<file path="src/rtl/line_mem_arbiter_pkg.sv">
// line_mem_arbiter_pkg: shared encodings and default widths for the linear-memory arbiter.
package line_mem_arbiter_pkg;
    localparam int bram_in_width = 32;
    localparam int log2_bram_depth_in = 10;
    typedef enum logic {S_IDLE, S_HBURST} state_t;
    typedef enum logic {OWN_CORE, OWN_HOST} owner_t;
endpackage

</file>
<file path="src/rtl/line_mem_rd_router.sv">
// line_mem_rd_router: one-cycle read tag pipeline steering memory read data to its requester.
module line_mem_rd_router
    import line_mem_arbiter_pkg::*;
#(
    parameter int DATA_WIDTH = bram_in_width
) (
    input  logic                  clk,
    input  logic                  rst,
    input  logic                  re,
    input  owner_t                owner,
    input  logic [DATA_WIDTH-1:0] mem_rdata,
    output logic                  core_rvld,
    output logic [DATA_WIDTH-1:0] core_rdata,
    output logic                  host_rvld,
    output logic [DATA_WIDTH-1:0] host_rdata
);
    logic   tag_vld;
    owner_t tag_own;

    always_ff @(posedge clk or posedge rst) begin
        if (rst) begin
            tag_vld <= 1'b0;
            tag_own <= OWN_CORE;
        end else begin
            tag_vld <= re;
            if (re) tag_own <= owner;
        end
    end

    assign core_rvld  = tag_vld && tag_own == OWN_CORE;
    assign host_rvld  = tag_vld && tag_own == OWN_HOST;
    assign core_rdata = core_rvld ? mem_rdata : '0;
    assign host_rdata = host_rvld ? mem_rdata : '0;
endmodule

</file>
<file path="src/rtl/line_mem_arbiter.sv">
// line_mem_arbiter: shares the single-port linear memory between the core load/store path
// and the host preload engine; core has priority, host bursts are bounded and starvation-protected.
module line_mem_arbiter
    import line_mem_arbiter_pkg::*;
#(
    parameter int ADDR_WIDTH     = log2_bram_depth_in,
    parameter int DATA_WIDTH     = bram_in_width,
    parameter int HOST_BURST_MAX = 16,
    parameter int STARVE_LIMIT   = 8
) (
    input  logic                  i_clk,
    input  logic                  i_rst,
    input  logic                  i_core_req,
    input  logic                  i_core_we,
    input  logic [ADDR_WIDTH-1:0] i_core_addr,
    input  logic [DATA_WIDTH-1:0] i_core_wdata,
    output logic                  o_core_gnt,
    output logic                  o_core_stall,
    output logic [DATA_WIDTH-1:0] o_core_rdata,
    output logic                  o_core_rvld,
    input  logic                  i_host_req,
    input  logic                  i_host_we,
    input  logic                  i_host_last,
    input  logic [ADDR_WIDTH-1:0] i_host_addr,
    input  logic [DATA_WIDTH-1:0] i_host_wdata,
    output logic                  o_host_gnt,
    output logic [DATA_WIDTH-1:0] o_host_rdata,
    output logic                  o_host_rvld,
    output logic [ADDR_WIDTH-1:0] o_mem_addr,
    output logic                  o_mem_re,
    output logic                  o_mem_we,
    output logic [DATA_WIDTH-1:0] o_mem_wdata,
    input  logic [DATA_WIDTH-1:0] i_mem_rdata,
    output logic                  o_host_busy
);
    localparam int SW = $clog2(STARVE_LIMIT + 1);
    localparam int BW = $clog2(HOST_BURST_MAX + 1);

    state_t         state;
    logic [BW-1:0]  beat_cnt;
    logic [SW-1:0]  starve_cnt;
    logic           yield;
    logic           any_gnt;
    logic           sel_we;

    // Inside a burst the host owns the port outright; in idle it needs the core absent or to be starved.
    always_comb begin
        o_host_gnt = state == S_HBURST ? i_host_req
                   : i_host_req && (!i_core_req || starve_cnt == SW'(STARVE_LIMIT)) && !yield;
        o_core_gnt = state == S_IDLE && i_core_req && !o_host_gnt;
    end

    assign o_core_stall = i_core_req && !o_core_gnt;
    assign any_gnt      = o_host_gnt || o_core_gnt;
    assign sel_we       = o_host_gnt ? i_host_we : i_core_we;
    assign o_mem_re     = any_gnt && !sel_we;
    assign o_mem_we     = any_gnt && sel_we;
    assign o_mem_addr   = o_host_gnt ? i_host_addr : o_core_gnt ? i_core_addr : '0;
    assign o_mem_wdata  = o_host_gnt ? i_host_wdata : o_core_gnt ? i_core_wdata : '0;
    assign o_host_busy  = state == S_HBURST;

    always_ff @(posedge i_clk or posedge i_rst) begin
        if (i_rst) begin
            state      <= S_IDLE;
            beat_cnt   <= '0;
            starve_cnt <= '0;
            yield      <= 1'b0;
        end else begin
            starve_cnt <= o_host_gnt ? '0
                        : (i_host_req && starve_cnt != SW'(STARVE_LIMIT)) ? starve_cnt + 1'b1 : starve_cnt;
            if (state == S_IDLE) begin
                yield <= 1'b0;
                if (o_host_gnt && !i_host_last && HOST_BURST_MAX > 1) begin
                    state    <= S_HBURST;
                    beat_cnt <= BW'(1);
                end
            end else if (!i_host_req) begin
                state <= S_IDLE;
            end else begin
                beat_cnt <= beat_cnt + 1'b1;
                // A final beat ends the burst cleanly; hitting the cap forces one idle cycle for the core.
                if (i_host_last || beat_cnt == BW'(HOST_BURST_MAX - 1)) begin
                    state <= S_IDLE;
                    yield <= !i_host_last;
                end
            end
        end
    end

    line_mem_rd_router #(.DATA_WIDTH(DATA_WIDTH)) u_rd_router (
        .clk        (i_clk),
        .rst        (i_rst),
        .re         (o_mem_re),
        .owner      (o_host_gnt ? OWN_HOST : OWN_CORE),
        .mem_rdata  (i_mem_rdata),
        .core_rvld  (o_core_rvld),
        .core_rdata (o_core_rdata),
        .host_rvld  (o_host_rvld),
        .host_rdata (o_host_rdata)
    );
endmodule

</file>
<file path="config.mk">
export PLATFORM = sky130hd
export DESIGN_NAME = line_mem_arbiter
export DESIGN_NICKNAME = d
export VERILOG_FILES = /design/src/rtl/line_mem_arbiter_pkg.sv /design/src/rtl/line_mem_rd_router.sv /design/src/rtl/line_mem_arbiter.sv
export SDC_FILE = /design/constraint.sdc
export NUM_CORES = 1
export LEC_CHECK = 0
export CAP_MARGIN = 20
export CORE_AREA = 5 5 89 91
export DETAILED_ROUTE_END_ITERATION = 10
export DIE_AREA = 0 0 94 96
export PLACE_DENSITY_LB_ADDON = 0.15
export SLEW_MARGIN = 20
export SYNTH_ARGS = -nofsm -noshare
export SYNTH_HDL_FRONTEND = slang
export SYNTH_SLANG_ARGS = --single-unit
</file>
<file path="constraint.sdc">
create_clock -name i_clk -period 2.9 [get_ports i_clk]
set_clock_uncertainty 0.15 [all_clocks]
set_input_delay 0.29 -clock i_clk [delete_from_list [all_inputs] [get_ports i_clk]]
set_output_delay 0.29 -clock i_clk [all_outputs]
set_load 0.05 [all_outputs]
</file>
==> impl_metrics.yaml, run 1 <==
detailed_routing:
  dr_total_vias: 2454
  antenna_left: 0
  drc: 0
  routedWlPerCell_microns: 19.8
  first_iter_violations: 87
  drt_pass1_iterations: 6
  vias_per_cell: 4.65
  wl_microns: 10400
grt:
  grt_pass1_wl_microns: 14300
  track_usage_pct: 20.7
  grt_max_degree: 49
  globalRouteOverflowTotal: 0
  grt_pass1_vias: 2385
  antenna_found_initial: 0
floorplan:
  die_w_microns: 94
  pin_count: 237
  die_h_microns: 96
  start_util_pct: 23.4
  core_sq_um: 7060
  die-area_sq_um: 9020
  rows: 31
synthesis:
  yosysMostFrequentCell: "a22o_1"
  yosysTopAreaCell: "a22o_1"
  ys_warn_count: 0
  synthFlopType: "dfrtp_1"
  synth_edf_count: 0
  synth_top_cell_area_share_pct: 23.4
  syn_nets: 331
  synth-seq-cells: 13
  seq_area_frac_synth_pct: 19.7
  syn_area_sq_um: 1650
  synth_common_cells: "a22o_1, and3_1, and2_1"
  ys_async_sr_fraction_pct: 100
  netlist_top_cells_area: "a22o_1, dfrtp_1, and3_1"
  synth_cells: 204
  synthDistinctLibCells: 35
  avgSynthCellArea_sq_um: 8.08
placement:
  io_buffers: 236
  place_ws_ps: 539
  placed_cell_area_sq_um: 4880
  dp_hpwl_microns: 9010
  place_congestion: 0.767
  dp_cells: 524
finish:
  diodes: 0
  area_growth_pct: 199
  stdcell_area_sq_um: 4920
  finish.utilization_pct: 69.8
  nNetsFinal: 557
  nFillCells: 565
  drive_above_1_share_pct: 21.4
  final_cells: 528
worst_setup_path:
  crit_arrival_ps: 2110
  cpPeakStageDelay_ps: 400
  path_max_fanout: 48
  critPathCaptureType: "output port"
  crit_type: "reg2out"
  critPathLaunch: "starve_cnt[0]"
  ff2ff_path_depth: 6
  slowest_stage: "dfrtp_1"
  rr_startpoint: "starve_cnt[0]"
  start_kind: "flop"
  path_cells: "inv_1 -> ha_1 -> and3b_1 -> o211a_1 -> buf_12 -> a22o_1 -> buf_12"
  critPathRequiredTime_ps: 2460
  crit_top_cell: "buf_12"
clock_tree:
  post_cts_resized: 0
  clk_root_buffer_cell: "clkbuf_8"
  hold_buffers: 0
  htreeDepth: 1
  post-cts-setup-buffers: 0
  clockBufferDepth: 2
  cts.sinks: 13
  numCtsBuffers: 3
  cts_tree: "yes"
  clk_pin_slew_worst_paths_ps: 60
  clk_latency_ps: 250
timing:
  min_period_over_period_pct: 88.0
  setup_tns_ps: 0
  max_freq_mhz: 392
  rsz0062_at_grt: "false"
  worst_pin_slew_ps: 564
  fin_ws_ps: 348
  period_minus_slack_ps: 2550
  hold_viol_final: 0
  drv_slew: 0
  relSlewSlack_pct: 62.3
  setup_violations: 0
power:
  pwr_density_cell_nw_per_um2: 333
  p_leak_nw: 2.19
  ir_drop_mv: 0.284
hold_path:
  hp-class: "in2async"
outcome:
  status: "completed"
job:
  max-cap-violations: 0
## power by group
group	total, mW	internal (mW)	switching, mW
combinational	1.23	0.607	0.620
clock	0.166	0.0972	0.0687
sequential	0.246	0.213	0.0332
## registers in the layout, indices dropped and copies added, names as in the netlist
| name | count |
|---|---|
| beat_cnt | 5 |
| starve_cnt | 4 |
| o_host_busy | 1 |
| u_rd_router.tag_own | 1 |
| u_rd_router.tag_vld | 1 |
| yield | 1 |
## worst max-delay path, delay by kind of cell, from the launching register on
family                   cells  cell delay [ps]
adder cells (fa/ha/maj)      1              200
flip-flops                   1              400
AO/OA/AOI/OAI                2              570
AND/OR/NAND/NOR              1              250
buffers and inverters        3              400
## final cells by class
type,count,area (sq um),area share (%)
sequential,13,325,6.61
inverter,8,30.0,0.610
tap,99,124,2.52
multi-input combinational,161,1170,23.8
timing repair buffer,243,3230,65.5
clock buffer,4,45.0,0.915
## through the flow
stage / hold slack, ps / total power [mW]
floorplan: 17.0 / 0.825
global placement: 321 / 1.47
detailed placement: 327 / 1.48
CTS: 244 / 1.65
global route: 281 / 1.71
finish: 218 / 1.64
## path summary, 6_finish.rpt
kind                                             to  slack [ps]
worst max-delay path                  o_mem_addr[0]         350
worst min-delay path                  starve_cnt[2]         220
worst max register to register  u_rd_router.tag_vld         960
worst min register to register          beat_cnt[4]         350
max in group asynchronous             starve_cnt[1]        2040
min in group i_clk                      beat_cnt[4]         350
## cell usage in the layout, fill, tap and decap left out, types with 2 or more instances in the layout
master / synthesis / routed
ha_1: 4 / 4
clkbuf_8: 0 / 3
o22ai_1: 2 / 2
and3_1: 35 / 35
a21oi_1: 5 / 5
a21o_1: 2 / 2
and2_1: 33 / 33
buf_12: 0 / 81
inv_1: 8 / 8
a211o_1: 2 / 2
buf_4: 0 / 6
clkdlybuf4s50_1: 0 / 156
nor3_1: 3 / 3
nand3b_1: 2 / 2
dfrtp_1: 13 / 13
a211oi_1: 2 / 2
nand2_1: 3 / 3
nand2b_1: 5 / 5
a22o_1: 44 / 44
nor2_1: 3 / 3
## kinds of logic after synthesis
| kind of cell | after synthesis | synth area share, % |
|---|---|---|
| xor gates and xnor gates | 1 | 0.531 |
| AOI/OAI and AO/OA | 67 | 34.4 |
| adders and majority gates | 4 | 3.04 |
| buffers and inverters | 30 | 9.18 |
| and+or+nand+nor | 89 | 33.2 |
| DFF | 13 | 19.7 |
## routing by layer
layer,GRT usage [%],vias to the layer above,wire length [microns]
li1,-,1214,-
met2,38.8,126,5550
met4,2.05,0,58
met3,8.44,5,1080
met1,22.7,1109,3750
met5,0,-,0
Power figures use the tool's default switching activity.
==> inputs of run 2 (changes only) <==
--- a/config.mk
+++ b/config.mk
@@ -10,6 +10,7 @@
 export DETAILED_ROUTE_END_ITERATION = 10
 export DIE_AREA = 0 0 94 96
 export PLACE_DENSITY_LB_ADDON = 0.15
+export REMOVE_ABC_BUFFERS = 1
 export SLEW_MARGIN = 20
 export SYNTH_ARGS = -nofsm -noshare
 export SYNTH_HDL_FRONTEND = slang
==> impl_metrics.yaml, run 2 (synthesis results as in run 1) <==
power:
  internal_power_uw: 915
  p_seq_share_pct: 15.0
  ir_drop_mv: 0.173
  p_sw_uw: 720
  power_frac_comb_pct: 75.0
  p_clk_share_pct: 10.0
  p_leak_nw: 2.19
  swShare_pct: 44.0
  pwr_density_cell_nw_per_um2: 332
timing:
  setup_violations: 0
  min_period_over_period_pct: 91.0
  max_freq_mhz: 379
  period_minus_slack_ps: 2640
  relSlewSlack_pct: 62.2
  drv_slew: 0
  fin_ws_ps: 262
  hold_viol_final: 0
  worst_pin_slew_ps: 565
  rsz0062_at_grt: "false"
floorplan:
  die-area_sq_um: 9020
  pin_count: 237
  start_util_pct: 23.4
  rows: 31
  die_w_microns: 94
  die_h_microns: 96
  core_sq_um: 7060
outcome:
  status: "completed"
detailed_routing:
  antenna_left: 0
  wl_met1_microns: 3080
  dr_total_vias: 2577
  first_iter_violations: 97
  drc: 0
  met3WireLength_microns: 1250
  routedWlPerCell_microns: 19.3
  vias_per_cell: 4.87
  highest_layer: "met4"
  drt_pass1_iterations: 5
  wl_microns: 10200
  wl_met2_microns: 5590
clock_tree:
  post-cts-setup-buffers: 0
  numCtsBuffers: 3
  clk_latency_ps: 240
  cts_tree: "yes"
  htreeDepth: 1
  clk_root_buffer_cell: "clkbuf_8"
  cts.sinks: 13
  post_cts_resized: 0
  hold_buffers: 0
  clockBufferDepth: 2
  clk_pin_slew_worst_paths_ps: 60
hold_path:
  hp-class: "in2async"
finish:
  nNetsFinal: 558
  top_register: "beat_cnt"
  drive_above_1_share_pct: 21.6
  stdcell_area_sq_um: 4920
  final_common_cell: "clkdlybuf4s50_1"
  nFillCells: 539
  largest_reg_flops: 5
  reg_top3: "beat_cnt (5), starve_cnt (4)"
  area_growth_pct: 198
  diodes: 0
  final_cell_mix: "clkdlybuf4s50_1, buf_12, a22o_1, and3_1, and2_1"
  finish.utilization_pct: 69.7
worst_setup_path:
  crit_arrival_ps: 2200
  critPathCaptureType: "output port"
  path_buf_inv: 3
  crit_type: "reg2out"
  path_cells: "inv_1 -> ha_1 -> and3b_1 -> o211a_1 -> buf_4 -> a22o_1 -> buf_12"
  critPathRequiredTime_ps: 2460
  critPathTopFamily: "buffers and inverters"
  start_kind: "flop"
  slowest_stage: "dfrtp_1"
  cpPeakStageDelay_ps: 420
  path_max_fanout: 32
placement:
  dp_hpwl_microns: 8870
  place_ws_ps: 460
  io_buffers: 236
  place_congestion: 0.856
  placed_cell_area_sq_um: 4870
grt:
  grt_pass1_vias: 2596
  globalRouteOverflowTotal: 0
  antenna_found_initial: 0
  grt_max_degree: 47
  grt_pass1_wl_microns: 14400
  track_usage_pct: 20.6
job:
  max-cap-violations: 0
run 2: cell count changes in the layout (fill, tap and decap cells not counted):
| cell | previous run | this run |
|---|---|---|
| buf_12 | 81 | 80 |
| buf_4 | 6 | 8 |
run 2: power groups by stage:
stage	clock, mW	sequential, mW	combinational [mW]
2_1_floorplan	0	0.252	0.553
3_3_place_gp	0	0.243	1.22
3_5_place_dp	0	0.247	1.23
4_1_cts	0.167	0.245	1.23
5_1_grt	0.180	0.252	1.27
6_report	0.164	0.245	1.23
run 2: layer usage:
layer / up-vias / track usage [%]
met5: - / 0
met4: 0 / 6.86
met3: 12 / 7.82
met2: 171 / 41.2
met1: 1180 / 18.9
li1: 1214 / -
run 2: area by class of cell:
cell class	count	area [sq um]	area share (%)
clock buffers	4	45.0	0.916
well taps	99	124	2.52
repair buffers	244	3220	65.5
inverters	8	30.0	0.610
flip-flops and latches	13	325	6.61
multi-input cells	161	1170	23.8
run 2: final timing paths:
check	start	endpoint	slack, ps	cells past startpoint
hold / removal	i_rst	o_host_busy	220	2
hold reg to reg	beat_cnt[4]	beat_cnt[4]	350	1
max in group asynchronous	i_rst	starve_cnt[3]	2030	2
setup / recovery	starve_cnt[0]	o_mem_wdata[14]	260	7
min in group i_clk	beat_cnt[4]	beat_cnt[4]	350	1
setup reg to reg	starve_cnt[0]	starve_cnt[1]	760	7
run 2: stage by stage:
stage               cells  TNS (ps)  power [mW]  hold WS [ps]
floorplan             182    -18720       0.806          17.0
global placement      525         0        1.47           323
detailed placement    525         0        1.48           333
CTS                   529         0        1.65           241
global route          529         0        1.71           308
finish                529         0        1.64           221
==> inputs of run 3 (changes only) <==
--- a/config.mk
+++ b/config.mk
@@ -9,6 +9,7 @@
 export CORE_AREA = 5 5 89 91
 export DETAILED_ROUTE_END_ITERATION = 10
 export DIE_AREA = 0 0 94 96
+export MAX_ROUTING_LAYER = met4
 export PLACE_DENSITY_LB_ADDON = 0.15
 export REMOVE_ABC_BUFFERS = 1
 export SLEW_MARGIN = 20
==> impl_metrics.yaml, run 3 (synthesis results as in run 1) <==
clock_tree:
  post_cts_resized: 0
  hold_buffers: 0
  clockBufferDepth: 2
  numCtsBuffers: 3
  clk_pin_slew_worst_paths_ps: 60
  htreeDepth: 1
  clk_latency_ps: 240
  post-cts-setup-buffers: 0
  cts.sinks: 13
  clk_root_buffer_cell: "clkbuf_8"
  cts_tree: "yes"
finish:
  multi_input_area_sq_um: 1170
  nFillCells: 557
  drive_above_1_share_pct: 21.4
  reg_top3: "beat_cnt (5), starve_cnt (4)"
  top_register: "beat_cnt"
  final_cell_mix: "clkdlybuf4s50_1, buf_12, a22o_1, and3_1, and2_1"
  register_area_sq_um: 325
  area_growth_pct: 198
  nNetsFinal: 557
  diodes: 0
  largest_reg_flops: 5
  final_cells: 528
  finish.utilization_pct: 69.6
  final_common_cell: "clkdlybuf4s50_1"
  stdcell_area_sq_um: 4910
power:
  pwr_density_cell_nw_per_um2: 334
  ir_drop_mv: 0.161
  total_power_mw: 1.64
  p_leak_nw: 2.18
detailed_routing:
  drc: 0
  first_iter_violations: 110
  antenna_left: 0
  vias_per_cell: 4.94
  dr_total_vias: 2606
  routedWlPerCell_microns: 20.2
  wl_microns: 10700
  drt_pass1_iterations: 4
placement:
  place_ws_ps: 518
  dp_hpwl_microns: 9240
  dp_cells: 524
  place_congestion: 0.998
  io_buffers: 236
  placed_cell_area_sq_um: 4870
timing:
  hold_viol_final: 0
  relSlewSlack_pct: 63.4
  rsz0062_at_grt: "false"
  drv_slew: 0
  setup_tns_ps: 0
  fin_ws_ps: 298
  setup_violations: 0
  worst_pin_slew_ps: 548
  max_freq_mhz: 384
  period_minus_slack_ps: 2600
  min_period_over_period_pct: 89.7
  holdWs_ps: 226
grt:
  grt_max_degree: 47
  track_usage_pct: 22.4
  grt_pass1_wl_microns: 15000
  grt_pass1_vias: 2679
  antenna_found_initial: 0
  globalRouteOverflowTotal: 0
worst_setup_path:
  crit_arrival_ps: 2160
  critPathCaptureType: "output port"
  path_buf_inv: 3
  critPathTopFamily: "compound AO/OA/AOI/OAI gates"
  critPathRequiredTime_ps: 2460
  path_max_fanout: 28
  cpPeakStageDelay_ps: 420
  crit_type: "reg2out"
  start_kind: "flop"
  path_cells: "inv_1 -> ha_1 -> and3b_1 -> o211a_1 -> buf_4 -> a22o_1 -> buf_12"
  slowest_stage: "dfrtp_1"
floorplan:
  rows: 31
  core_sq_um: 7060
  start_util_pct: 23.4
  die_h_microns: 96
  die_w_microns: 94
  die-area_sq_um: 9020
  pin_count: 237
hold_path:
  hp-class: "in2async"
outcome:
  status: "completed"
job:
  max-cap-violations: 0
-- run 3: power by group --
part           internal (mW)  switching (mW)
sequential             0.213          0.0308
clock                 0.0972          0.0700
combinational          0.606           0.626
total                  0.916           0.727
-- run 3: path summary, 6_finish.rpt --
path                               start             endpoint  slack (ps)  cells after the start
setup / recovery           starve_cnt[0]        o_mem_addr[6]         300                      7
hold / removal                     i_rst          o_host_busy         230                      2
setup reg to reg           starve_cnt[0]  u_rd_router.tag_vld         890                      6
hold reg to reg              beat_cnt[4]          beat_cnt[4]         360                      1
max in group asynchronous          i_rst        starve_cnt[0]        2030                      2
min in group i_clk           beat_cnt[4]          beat_cnt[4]         360                      1
-- run 3: layout make-up --
class,instances,share of cell area [%]
inverters,8,0.611
repair buffers,243,65.5
well taps,99,2.52
clock buffers,4,0.917
multi-input cells,161,23.9
flip-flops and latches,13,6.62
-- run 3: metal layers --
layer  GRT usage (%)  vias up  routed length, microns
li1                -     1217                       -
met1            20.3     1187                    3250
met2            43.1      180                    5820
met3            7.66       22                    1190
met4            8.18        0                     414
met5               -        -                       0
-- run 3: worst register-to-register path: cells and delay by family (launching register included) --
family	cells	cell delay (ps)
and+or+nand+nor	1	270
DFF	1	420
buffers and inverters	2	290
AOI/OAI and AO/OA	2	550
adders and majority gates	1	210
